$ cat src/rtl/vedic_pkg.sv
// Shared widths and types for the Vedic multiplier cells.
package vedic_pkg;

    localparam int unsigned VEDIC_OP_W   = 2;
    localparam int unsigned VEDIC_PROD_W = 4;

    typedef logic [VEDIC_OP_W-1:0]   vedic_op_t;
    typedef logic [VEDIC_PROD_W-1:0] vedic_prod_t;

endpackage : vedic_pkg

$ cat src/rtl/vedic_ha.sv
// Half adder used for the crosswise and carry columns of the 2x2 Vedic cell.
module vedic_ha (
    input  logic x,
    input  logic y,
    output logic s,
    output logic c
);

    // Sum and carry of two single-bit addends.
    assign s = x ^ y;
    assign c = x & y;

endmodule : vedic_ha

$ cat src/rtl/vedic_2b_mul.sv
// Two-bit unsigned Urdhva-Tiryagbhyam multiplier with a combinational product
// and a one-cycle registered copy qualified by out_valid.
// Optional: define VEDIC2B_SELFCHECK_EN to add a behavioural reference
// comparator and the sticky chk_err output.
module vedic_2b_mul
    import vedic_pkg::*;
(
    input  logic                    clk,
    input  logic                    rst_n,
    input  logic [VEDIC_OP_W-1:0]   a,
    input  logic [VEDIC_OP_W-1:0]   b,
    input  logic                    in_valid,
    output logic [VEDIC_PROD_W-1:0] o,
    output logic [VEDIC_PROD_W-1:0] o_q,
`ifdef VEDIC2B_SELFCHECK_EN
    output logic                    out_valid,
    output logic                    chk_err
`else
    output logic                    out_valid
`endif
);

    logic p00;
    logic p10;
    logic p01;
    logic p11;
    logic s1;
    logic c1;
    logic s2;
    logic c2;

    // Vertical and crosswise partial products.
    assign p00 = a[0] & b[0];
    assign p10 = a[1] & b[0];
    assign p01 = a[0] & b[1];
    assign p11 = a[1] & b[1];

    // Crosswise column: adds the two middle partial products.
    vedic_ha u_ha1 (
        .x (p10),
        .y (p01),
        .s (s1),
        .c (c1)
    );

    // Left vertical column: absorbs the crosswise carry into p11.
    vedic_ha u_ha2 (
        .x (p11),
        .y (c1),
        .s (s2),
        .c (c2)
    );

    // Assemble the product; o[3] only rises for 3*3.
    assign o = {c2, s2, s1, p00};

    // Capture the product on each valid input; o_q holds otherwise.
    always_ff @(posedge clk or negedge rst_n) begin
        if (!rst_n) begin
            o_q       <= '0;
            out_valid <= 1'b0;
        end else begin
            out_valid <= in_valid;
            if (in_valid) begin
                o_q <= o;
            end
        end
    end

`ifdef VEDIC2B_SELFCHECK_EN
    logic [VEDIC_PROD_W-1:0] ref_prod;

    // Behavioural reference product for cross-checking the structural datapath.
    assign ref_prod = VEDIC_PROD_W'(a) * VEDIC_PROD_W'(b);

    // Sticky mismatch flag, sampled only on valid inputs and cleared by reset.
    always_ff @(posedge clk or negedge rst_n) begin
        if (!rst_n) begin
            chk_err <= 1'b0;
        end else if (in_valid && (o != ref_prod)) begin
            chk_err <= 1'b1;
`ifndef SYNTHESIS
            $error("vedic_2b_mul: structural product %0d differs from reference %0d for a=%0d b=%0d",
                   o, ref_prod, a, b);
`endif
        end
    end
`endif

endmodule : vedic_2b_mul

$ cat config.mk
export PLATFORM = sky130hd
export DESIGN_NAME = vedic_2b_mul
export DESIGN_NICKNAME = d
export VERILOG_FILES = /design/src/rtl/vedic_pkg.sv /design/src/rtl/vedic_ha.sv /design/src/rtl/vedic_2b_mul.sv
export SDC_FILE = /design/constraint.sdc
export NUM_CORES = 1
export LEC_CHECK = 0
export CORE_AREA = 2 2 39 41
export DETAILED_ROUTE_END_ITERATION = 10
export DIE_AREA = 0 0 41 43
export HOLD_SLACK_MARGIN = 0.08
export SLEW_MARGIN = 10
export SYNTH_ARGS = -nofsm -noshare
export SYNTH_HDL_FRONTEND = slang
export SYNTH_HIERARCHICAL = 1
export SYNTH_SLANG_ARGS = --single-unit
$ cat constraint.sdc
create_clock -name clk -period 3.59 [get_ports clk]
set_clock_uncertainty 0.2 [all_clocks]
set_input_delay 0.718 -clock clk [delete_from_list [all_inputs] [get_ports clk]]
set_output_delay 0.718 -clock clk [all_outputs]
set_load 0.01 [all_outputs]
==> impl_metrics.csv, run 1 <==
group,metric,value,unit
outcome,status,"complete, no violations",
floorplan,start_util,18.6,%
yosys,avgSynthCellArea,13.6,µm²
yosys,syn-cell-area,258,µm²
final_layout,insertedDiodeCount,0,
final_layout,fillers,138,
detailed_routing,first_pass_iters,2,
yosys,ys_ff_latch,5,
yosys,synth_most_common_cell,"dfrtp_1",
place,dpl.cell_count,46,
cts,cts_root_buf,"clkbuf_4",
timing,hold_viol,0,
cts,clk_latency,0.24,ns
cts,hold_buffers,0,
detailed_routing,drt_iter0_markers,3,
floorplan,core,0.00138,mm²
yosys,dominantRegCellSynth,"dfrtp_1",
place,dp_slack,0.286,ns
yosys,syn-num-nets,28,
global_route,grt_use_total,7.48,%
floorplan,die_h,43,µm
critical_path,worstPathArrival,2.37,ns
global_route,grt_max_degree,6,
timing,fmax,304,MHz
timing,fin_setup_tns,0,ns
yosys,ys_top_cells_by_area,"dfrtp_1 49%, mux2_2 13%, buf_4 12%",
critical_path,r2r_start,"o_q[0]",
timing,setup_viol,0,
critical_path,crit_type,"primary input to output port",
place,portBuffers,15,
final_layout,seqCellArea,125,µm²
detailed_routing,ant_nets,0,
detailed_routing,vias,186,
timing,slew_headroom,85.7,%
global_route,first_global_vias,203,
hold_path,holdCritStartpoint,"o_q[3]",
floorplan,die-area,0.00176,mm²
yosys,syn_inst,19,
hold_path,min_path_type,"flip-flop to flip-flop",
critical_path,critPathRequiredTime,2.67,ns
yosys,synthArstFlopShare,100,%
cts,cts.path.max_buffers,2,
detailed_routing,wl_per_cell,11.3,µm
power_and_ir_drop,power_leakage,0.190,nW
power_and_ir_drop,fin_total_pwr,0.165,mW
timing,layout_setup_ws,0.300,ns
final_layout,drive_gt1_share,26.5,%
timing,rsz0062_at_grt,"false",
critical_path,cp-start-kind,"primary input",
run,max_cap_violations,0,
timing,post-route-period-util,91.6,%
cts,cts_made_buffers,3,
place,place_congestion,0.678,
yosys,synth_top_cell_by_area,"dfrtp_1",
cts,htree_levels,1,
critical_path,worstSetupStartpoint,"b[1]",
final_layout,area_growth,64.6,%
cts,cts_tree,"built",
floorplan,rows,14,
timing,finalMaxSlewViolations,0,
final_layout,multiInputGateArea,103,µm²
power_and_ir_drop,peakVddDrop,0.000173,V
yosys,synth_top_area_share,48.5,%
floorplan,die_x,41,µm
yosys,ys_types,8,
global_route,antenna_found_initial,0,
cts,path_clk_slew,0.04,ns
yosys,synthTopCellsByCount,"5 x dfrtp_1, 4 x buf_4, 3 x mux2_2",
critical_path,worst_setup_path_end_kind,"output port",
yosys,seq_area_frac_synth,48.5,%
detailed_routing,wirelength,566,µm
global_route,overflow,0,
global_route,grt_pass1_wl,807,µm
yosys,synth_edf_count,0,
floorplan,io-pin-count,16,
cts,cts_setup_buffers,0,
cts,cts_resized,0,
final_layout,stdcell_count,50,
detailed_routing,viasPerCell,3.72,
detailed_routing,drc,0,
final_layout,nets,44,
yosys,yosys_warnings,6,
critical_path,cp_max_fo,2,
timing,tightest_slew,0.214,ns
cts,cts.sink_count,5,
power_and_ir_drop,p_per_area,388,mW/mm²
timing,fin_crit,3.29,ns
critical path: stages:
cell and delay, ns:
clkdlybuf4s50_1 0.42, and2_2 0.20, ha_1 0.19, ha_1 0.30
clkdlybuf4s50_1 0.54
cells by family after synthesis:
logic type / synth area share [%]
mux: 18.9
flops: 48.5
fa+ha+maj: 9.71
buf+inv: 11.7
simple gates: 11.2
report_power, final:
group / internal, mW / total, mW / switching (mW) / leakage (nW)
logic: 0.0248 / 0.0377 / 0.0129 / 0.112
clock network: 0.0419 / 0.0633 / 0.0214 / 0.0150
registers: 0.0613 / 0.0638 / 0.00249 / 0.0635
total: 0.128 / 0.165 / 0.0367 / 0.190
layer usage:
layer  vias to the layer above  share of wire (%)  global-route usage, %
li1                         89                  -                      -
met1                        84                 42                   7.57
met2                        13                 48                   11.3
met3                         0                 10                   1.57
met4                         0                  0                   8.00
met5                         -                  0                      0
per-stage QoR:
step	utilization [%]	cell area, µm²	hold WS, ns
global placement	28.8	398	0.299
CTS	30.7	424	0.314
global route	30.7	424	0.324
detailed placement	28.8	398	0.304
floorplan	-	258	0.222
finish	30.7	424	0.309
layout make-up:
class                      count  share of cell area [%]
sequential                     5                    29.5
tap                           16                    4.72
timing repair buffer          15                    35.4
multi-input combinational     10                    24.2
clock buffer                   4                    6.19
layout by cell type, fill, tap and decap left out:
cell / instances
and2_1: 2
and2_2: 1
and2_4: 1
clkbuf_1: 1
clkbuf_4: 3
clkdlybuf4s50_1: 15
dfrtp_1: 5
ha_1: 2
mux2_2: 3
mux2_4: 1
path summary, 6_finish.rpt:
| path | endpoint | slack [ns] | depth (start not counted) |
|---|---|---|---|
| max reg2reg | o_q[0] | 2.62 | 1 |
| min | o_q[3] | 0.31 | 1 |
| min reg2reg | o_q[3] | 0.31 | 1 |
| max in group asynchronous | o_q[3] | 2.52 | 1 |
| max | o[2] | 0.30 | 5 |
| min in group asynchronous | o_q[2] | 0.49 | 1 |
state kept, by name, summed over array words and instances, names as in the netlist:
name	flops
out_valid	1
o_q	4
Note: power is estimated with default switching activity, not from simulation.
==> run 2: changes to the inputs <==
--- a/config.mk
+++ b/config.mk
@@ -9,6 +9,7 @@
 export DETAILED_ROUTE_END_ITERATION = 10
 export DIE_AREA = 0 0 41 43
 export HOLD_SLACK_MARGIN = 0.08
+export PLACE_DENSITY = 0.57
 export SLEW_MARGIN = 10
 export SYNTH_ARGS = -nofsm -noshare
 export SYNTH_HDL_FRONTEND = slang
==> constraint.sdc (replaced) <==
create_clock -name clk -period 3.9 [get_ports clk]
set_clock_uncertainty 0.2 [all_clocks]
set_input_delay 0.78 -clock clk [delete_from_list [all_inputs] [get_ports clk]]
set_output_delay 0.78 -clock clk [all_outputs]
set_load 0.01 [all_outputs]
==> run 2 against run 1 <==
Via count is 2.7% higher. Routed wire length is 8.3% higher. Count of clock-buffer cells in the layout stayed put. Clock power is 7.3% lower. Sequential cell count stayed put. Largest power group unchanged. Highest routed layer is now met4.
==> impl_metrics.csv, run 2 (synthesis gave the netlist of run 1 again) <==
group,metric,value,unit
outcome,status,"complete, no violations",
critical_path,crit_type,"primary input to output port",
power_and_ir_drop,p_switching,0.0345,mW
final_layout,layout_commonest_cell,"clkdlybuf4s50_1",
critical_path,cp_max_fo,2,
critical_path,cp-start-kind,"primary input",
place,place_congestion,0.735,
cts,cts.path.max_buffers,2,
timing,hold_viol,0,
detailed_routing,wirelength,613,µm
cts,cts_made_buffers,3,
global_route,grt_max_degree,6,
timing,slew_headroom,85.8,%
global_route,grt_use_total,8.39,%
floorplan,rows,14,
power_and_ir_drop,combPwrFrac,23.0,%
detailed_routing,ant_nets,0,
timing,fin_crit,3.42,ns
global_route,grt_pass1_wl,876,µm
final_layout,insertedDiodeCount,0,
final_layout,final_cell_mix,"15 x clkdlybuf4s50_1, 5 x dfrtp_1, 3 x mux2_2, 3 x clkbuf_4",
cts,cts_root_buf,"clkbuf_4",
final_layout,largest_reg_flops,4,
floorplan,die-area,0.00176,mm²
critical_path,critPathRequiredTime,2.92,ns
floorplan,start_util,18.6,%
power_and_ir_drop,clkPwrFrac,38.5,%
timing,fmax,292,MHz
run,max_cap_violations,0,
final_layout,nets,44,
timing,setup_viol,0,
floorplan,die_x,41,µm
final_layout,area_growth,64.6,%
floorplan,io-pin-count,16,
cts,clk_latency,0.24,ns
power_and_ir_drop,intPower,0.118,mW
power_and_ir_drop,peakVddDrop,0.000135,V
place,portBuffers,15,
detailed_routing,vias,191,
timing,finalMaxSlewViolations,0,
timing,rsz0062_at_grt,"false",
detailed_routing,first_pass_iters,1,
detailed_routing,drt_iter0_markers,0,
hold_path,min_path_type,"flip-flop to flip-flop",
global_route,overflow,0,
floorplan,core,0.00138,mm²
cts,htree_levels,1,
detailed_routing,drc,0,
timing,tightest_slew,0.213,ns
critical_path,worst_setup_path_end_kind,"output port",
cts,cts_tree,"built",
critical_path,r2r_cells,1,
global_route,first_global_vias,213,
final_layout,drive_gt1_share,26.5,%
final_layout,largest_register,"o_q",
final_layout,reg_top3,"o_q (4), out_valid (1)",
detailed_routing,wl_per_cell,12.3,µm
power_and_ir_drop,p_sw_share,22.7,%
cts,hold_buffers,0,
critical_path,worstPathArrival,2.44,ns
global_route,antenna_found_initial,0,
cts,cts_resized,0,
floorplan,die_h,43,µm
cts,cts_setup_buffers,0,
power_and_ir_drop,p_per_area,359,mW/mm²
cts,cts.sink_count,5,
hold_path,whs_path_depth,1,
timing,post-route-period-util,87.7,%
timing,hold_slack,0.322,ns
power_and_ir_drop,power_leakage,0.190,nW
cts,path_clk_slew,0.04,ns
timing,fin_setup_tns,0,ns
detailed_routing,viasPerCell,3.82,
power_and_ir_drop,pwr-share-seq,38.5,%
run 2: cell counts in the layout (fill, tap and decap cells not counted):
No cell type changed its count.
run 2: worst paths after layout:
kind	start	end	slack [ns]
min in group asynchronous	rst_n	o_q[1]	0.56
max in group asynchronous	rst_n	o_q[0]	2.77
setup / recovery	b[1]	o[2]	0.48
hold / removal	o_q[2]	o_q[2]	0.32
hold reg to reg	o_q[2]	o_q[2]	0.32
setup reg to reg	o_q[0]	o_q[0]	2.93
run 2: per-layer routing:
| layer | GRT usage, % | wire (µm) | vias up | share of wire (%) |
|---|---|---|---|---|
| met2 | 12.8 | 265 | 16 | 43 |
| li1 | - | - | 89 | - |
| met3 | 3.14 | 88 | 2 | 14 |
| met1 | 6.91 | 241 | 84 | 39 |
| met4 | 10.0 | 17 | 0 | 2.8 |
| met5 | 0 | 0 | - | 0 |
run 2: through the flow:
stage | setup WS [ns] | total power [mW] | std cells | cell area, µm² | utilization (%)
final | 0.479 | 0.152 | 50 | 424 | 30.7
after global routing | 0.433 | 0.163 | 50 | 424 | 30.7
after CTS | 0.473 | 0.155 | 50 | 424 | 30.7
after detailed placement | 0.479 | 0.0947 | 46 | 398 | 28.8
after global placement | 0.546 | 0.0935 | 46 | 398 | 28.8
after floorplan | 1.35 | 0.0741 | 19 | 258 | -
run 2: area by class of cell:
type	instances	area, µm²
timing repair buffer	15	150
clock buffer	4	26.3
tap	16	20.0
fill	144	960
sequential	5	125
multi-input combinational	10	103
run 2: worst max-delay path: stages:
cell,delay (ns)
clkdlybuf4s50_1,0.42
and2_2,0.20
ha_1,0.20
ha_1,0.30
clkdlybuf4s50_1,0.54
run 2: power by group through the flow:
| stage | Sequential (mW) | Combinational [mW] | Clock, mW |
|---|---|---|---|
| global placement | 0.0591 | 0.0344 | 0 |
| global route | 0.0591 | 0.0374 | 0.0663 |
| CTS | 0.0588 | 0.0356 | 0.0606 |
| detailed placement | 0.0595 | 0.0352 | 0 |
| finish | 0.0587 | 0.0350 | 0.0587 |
| floorplan | 0.0612 | 0.0129 | 0 |
